--- src/rtl/afifo_wr_arb.sv ---
// Round-robin write arbiter: X requesters share one FIFO write port.
// A grant holds for up to B transfers and then rotates to the next requester.
module afifo_wr_arb #(
    parameter int W  = 16,
    parameter int X  = 2,
    parameter int B  = 4,
    parameter int SW = $clog2(X)
) (
    input  logic            clk,
    input  logic            rst,
    input  logic [X*W-1:0]  reqdata,
    input  logic [X-1:0]    reqvld,
    output logic [X-1:0]    reqrdy,
    output logic [W-1:0]    wrdata,
    output logic [SW-1:0]   wrsrc,
    output logic            wrvld,
    input  logic            wrrdy,
    output logic            busy
);

    localparam int BW = $clog2(B) + 1;

    typedef enum logic {
        IDLE  = 1'b0,
        GRANT = 1'b1
    } state_t;

    state_t         state_q, state_d;
    logic [SW-1:0]  gnt_q, gnt_d;
    logic [SW-1:0]  last_q, last_d;
    logic [BW-1:0]  beat_q, beat_d;
    logic           xfer;
    logic           rel;

    // First requesting index strictly after prev, wrapping at X.
    function automatic logic [SW-1:0] rr_pick(input logic [SW-1:0] prev,
                                              input logic [X-1:0]  vld);
        logic [SW-1:0] pick;
        int            idx;
        pick = prev;
        for (int off = X; off >= 1; off--) begin
            idx = (int'(prev) + off) % X;
            if (vld[idx]) begin
                pick = SW'(idx);
            end
        end
        return pick;
    endfunction

    always_ff @(posedge clk) begin
        if (rst) begin
            state_q <= IDLE;
            gnt_q   <= '0;
            beat_q  <= '0;
            last_q  <= SW'(X - 1);
        end else begin
            state_q <= state_d;
            gnt_q   <= gnt_d;
            beat_q  <= beat_d;
            last_q  <= last_d;
        end
    end

    always_comb begin
        state_d = state_q;
        gnt_d   = gnt_q;
        beat_d  = beat_q;
        last_d  = last_q;
        xfer    = 1'b0;
        rel     = 1'b0;
        case (state_q)
            IDLE: begin
                if (|reqvld) begin
                    state_d = GRANT;
                    gnt_d   = rr_pick(last_q, reqvld);
                    beat_d  = '0;
                end
            end
            GRANT: begin
                xfer = reqvld[gnt_q] && wrrdy;
                if (xfer) begin
                    beat_d = beat_q + BW'(1);
                end
                rel = !reqvld[gnt_q] || (xfer && (beat_q == BW'(B - 1)));
                // Re-arbitrate in the release cycle so back-to-back bursts have no bubble.
                if (rel) begin
                    last_d = gnt_q;
                    beat_d = '0;
                    if (|reqvld) begin
                        gnt_d = rr_pick(gnt_q, reqvld);
                    end else begin
                        state_d = IDLE;
                    end
                end
            end
            default: begin
                state_d = IDLE;
            end
        endcase
    end

    always_comb begin
        reqrdy = '0;
        wrdata = '0;
        wrsrc  = '0;
        wrvld  = 1'b0;
        busy   = 1'b0;
        if (!rst && (state_q == GRANT)) begin
            wrdata        = reqdata[int'(gnt_q)*W +: W];
            wrsrc         = gnt_q;
            wrvld         = reqvld[gnt_q];
            reqrdy[gnt_q] = wrrdy;
            busy          = 1'b1;
        end
    end

endmodule

--- config.mk ---
export PLATFORM = sky130hd
export DESIGN_NAME = afifo_wr_arb
export DESIGN_NICKNAME = d
export VERILOG_FILES = /design/src/rtl/afifo_wr_arb.sv
export SDC_FILE = /design/constraint.sdc
export NUM_CORES = 1
export LEC_CHECK = 0
export ABC_CLOCK_PERIOD_IN_PS = 1200
export BUFFER_PORTS_ARGS = -buffer_cell sky130_fd_sc_hd__buf_2
export CORE_MARGIN = 5
export CORE_UTILIZATION = 31
export DETAILED_ROUTE_END_ITERATION = 6
export GPL_TIMING_DRIVEN = 0
export PLACE_DENSITY = 0.77
export SLEW_MARGIN = 10
export SYNTH_ARGS = -nofsm -noshare
export SYNTH_HDL_FRONTEND = slang
export SYNTH_SLANG_ARGS = --single-unit
--- constraint.sdc ---
create_clock -name clk -period 1.2 [get_ports clk]
set_input_delay 0.12 -clock clk [delete_from_list [all_inputs] [get_ports clk]]
set_output_delay 0.12 -clock clk [all_outputs]
set_load 0.02 [all_outputs]
======== Word-level counts from Yosys, hierarchy flattened ========
Cells that the tools add are included.
Widths: inputs -> output; s select.
storage, ports and cells
  register bits after elaboration ......... 6
  output and inout port bits .............. 21
  word-level logic and storage cells ...... 75
  input port bits ......................... 37
cells by class
  reductions and logical operators ........ 11
  order comparisons ....................... 6
  add/subtract/negate cells ............... 5
  bitwise operators ....................... 6
  shifts and indexed selects .............. 1
  multiplexer cells ....................... 36
  eq/ne operators ......................... 6
operator list
  cell                 count
  $shiftx 32x6->16     1
  $mux 1               27
  $mux 16              1
  $lt 2x3->1 const B   4
  $mux 3               3
  $ne 3x1->1 const B   2
  $pmux 3 s2           1
  $add 1x1->1 const B  4
  $and 1x1->1 const A  4
  $logic_and 1x1->1    4
  $ne 2x1->1 const B   2
  $pmux 1 s2           2
  $reduce_and 2->1     2
  $reduce_and 4->1     1
  $add 3x1->3 const B  1
  $eq 3x2->1 const B   1
  $and 2x2->2          1
  $logic_not 1->1      2
  $lt 1x2->1 const B   1
  $mux 2               1
  $ne 2x2->1 const B   1
  $reduce_or 2->1      1
  $demux 1 s1          1
  $ge 1x1->1 const B   1
  other kinds (2)      2

======== Depth between registers and ports, before layout ========
  depth after elaboration ................. 10
  gate-level depth with buffers ........... 5
  mapped depth without buffers ............ 5

======== Worst setup path before layout ========
No wires, ideal clock.
  path kind ............................... register to output
  from .................................... register state_q
  to ...................................... output port wrdata[0]
  path slack .............................. -154 ps
  stages on the path, launching flop included .. 5
  data arrival time ....................... 1234 ps
  buffers on the path ..................... 2
  cell sequence ........................... dfxtp_1 > or2b_1 > buf_2 > buf_2 > nor2_1
on the way
  word-level cells in the longest chain between the ends .. 2
RTL lines
  item                    RTL line  source
  from (decl)             28        state_t state_q, state_d;
  from (signal assigned)  57        state_q <= state_d;
  $logic_and 1x1->1       108       if (!rst && (state_q == GRANT)) begin
  $mux 16                 108
  to (decl)               14        output logic [W-1:0] wrdata,
Every way passes these cells.

======== Worst setup path after layout ========
  from .................................... register gnt_q
  to ...................................... output port wrdata[13]
on the way
  word-level cells in the longest chain between the ends .. 2
RTL lines
  item                    RTL line  source
  from (decl)             29        logic [SW-1:0] gnt_q, gnt_d;
  from (signal assigned)  58        gnt_q <= gnt_d;
  $shiftx 32x6->16        109       wrdata = reqdata[int'(gnt_q)*W +: W];
  $mux 16                 108
Every way passes these cells.

==> metrics <==
Multi-input gate area 744 um^2; total number of vias 974; Yosys reg bits 6; Primary FF master, synth dfxtp_1; Area Overhead vs Synth 178%; type of the worst min-delay path input pin to flop; Die ar. 2820 um^2; Initial Utilization 0.330; number of core rows 15; Worst Path Required 1080 ps; max incr delay on CP 360 ps; sequential share of the synthesized area 0.208; Critical Path AT 1460 ps; layout net count 190; Clk pwr share 0.185; initial antenna violation count 0; Netlist cell types 21; fraction of layout cells with a size suffix above 1 0.826; Total GRT Usage 0.227; # port buffers 57; crit-path cells buf_8, clkbuf_16, mux2i_1, nor2_1, buf_2; CTS tree built; post-synth top area cell mux2i_1; Net Sw Frac 0.373; 1st-iter DRT viols 34; Setup-failing EPs final 25; WP buf/inv 3; CTS Buf Count 3; sequential power share 0.207; met2 Use GR 0.436; Final Hold Slack 101 ps; final core occ 0.918; largest net degree at the start of global routing 10; post-synth design cell area 577 um^2; top-count cell post-synth nor2_1; Internal 0.657 mW; CP max-delay cell dfxtp_2; clock-pin slew on the worst setup and hold paths 50 ps; met3 Use GR 0.0479; Detail Placement HPWL 1.57 mm; WL final 3.85 mm; clk root buf clkbuf_4; final hold violation count 0; Seq. cell area 128 um^2; Routed Antenna Nets 0; first-pass GRT wire length 4.53 mm; final cell count without fillers 174; Placed Cells 157; CP endpoint kind output port; CP max FO 4; area of the core 1750 um^2; maxcap violations 0; Die H 53.1 um; CTS sink count 6; io pins 58; drt pass-1 iters 4; failing checks negative setup slack; Clock Skews 10.5 ps; critical path launch point type flop; post-synth top area share 0.295; Pwr Density 654 nW/um^2; clock buffer depth 2; CP delay by family, top buffers and inverters; vias per inst 5.60; synthesized netlist cell count 75; met1 usage 0.225; Filler Cell Count 70; GPL Wtd Cong 0.805; CTS H-tree lvls 1; class of the most critical setup path flop to output port; syn nets 114; Wirelength per Cell 22.1 um; async set-or-reset flop fraction in the synthesized netlist 0; PnR worst setup slack -379 ps; worst rel slew slack 0.802; maximum clock rate 0.633 GHz; Tcrit/Tclk final 1.32; Psw 0.391 mW; Period minus WS final 1580 ps; maximum vdd drop 774 uV; EDFF count, synth 0; die width 53.1 um; synthesized area per cell 7.69 um^2; Setup TNS -6440 ps; Max Slew Vio Count 0; Remaining DRCs 0; status finished, violations left; Area contributors post-synth mux2i_1 (30%), dfxtp_1 (21%), nor2_1 (15%), ha_1 (4.3%), inv_1 (3.3%); vias in the first global route 879; Synth Warn # 0; grt peak-use layer met2; RSZ-0062 raised after global routing true; grt ovf 0; synth cell count leaders nor2_1 (23), mux2i_1 (17), dfxtp_1 (6), inv_1 (5); Leakage 0.672 nW; worst-margin pin slew 291 ps; Worst-Skew Late Latency 250 ps; Inserted Diodes 0; Comb power frac 0.608
## power groups by stage
stage / clock network, mW / registers (mW) / logic, mW
global route: 0.207 / 0.217 / 0.662
global placement: 0 / 0.220 / 0.323
detailed placement: 0 / 0.220 / 0.332
finish: 0.194 / 0.217 / 0.637
CTS: 0.206 / 0.216 / 0.510
floorplan: 0 / 0.219 / 0.218
## cell families after synthesis
kind of cell    Yosys count  synth area share
buf+inv                   9            0.0759
simple gates             31             0.236
flops                     6             0.208
fa+ha+maj                 2            0.0434
mux                      18             0.315
compound gates            9             0.121
## per-stage QoR
step	setup slack [ps]	cell area [um^2]	total power, mW
6_report	-379	1600	1.05
5_1_grt	-410	1600	1.09
4_1_cts	-256	1410	0.932
3_5_place_dp	-252	1010	0.552
3_3_place_gp	-198	1010	0.543
2_1_floorplan	-24.2	689	0.437
## cell usage in the layout (no fill, tap or decap), types with 3 or more instances in the layout
cell type	instances
nor2_4	15
buf_12	3
mux2i_4	13
clkbuf_4	3
nor2_1	7
buf_2	38
mux2i_1	4
buf_4	9
inv_1	3
dfxtp_2	3
buf_6	20
## flip-flops by register name, summed over array words and instances, names as in the netlist
| register | flops |
|---|---|
| beat_q | 3 |
| gnt_q | 1 |
| last_q | 1 |
| state_q | 1 |
## worst paths after layout
| check | startpoint | end | slack [ps] | cells after the start |
|---|---|---|---|---|
| hold reg to reg | beat_q[2]$_SDFFE_PP0P_ | beat_q[2]$_SDFFE_PP0P_ | 510 | 1 |
| setup / recovery | gnt_q$_SDFFE_PP0P_ | wrdata[13] | -380 | 5 |
| hold / removal | rst | state_q$_SDFF_PP0_ | 100 | 2 |
| setup reg to reg | state_q$_SDFF_PP0_ | beat_q[0]$_SDFFE_PP0P_ | -220 | 5 |
## layout make-up
type	count	area share
Timing Repair Buffer	71	0.366
Clock buffer	3	0.0141
Sequential cell	6	0.0796
Inverter	5	0.0148
Multi-Input combinational cell	60	0.464
Tap cell	25	0.0195
Buffer	4	0.0414
## routing by layer
| metal | vias up | wire length (um) |
|---|---|---|
| li1 | 415 | - |
| met2 | 76 | 2000 |
| met4 | 0 | 210 |
| met5 | - | 0 |
| met3 | 22 | 413 |
| met1 | 461 | 1230 |
## timing repair
item	in CTS	in global routing
cloned	3	1
resized for setup	72	29
pin swaps	6	13
setup buffers	5	5
hold buffers	0	0
hold endpoints to repair	0	0
setup endpoints to repair	26	26
Note: power is estimated with default switching activity, not from simulation.
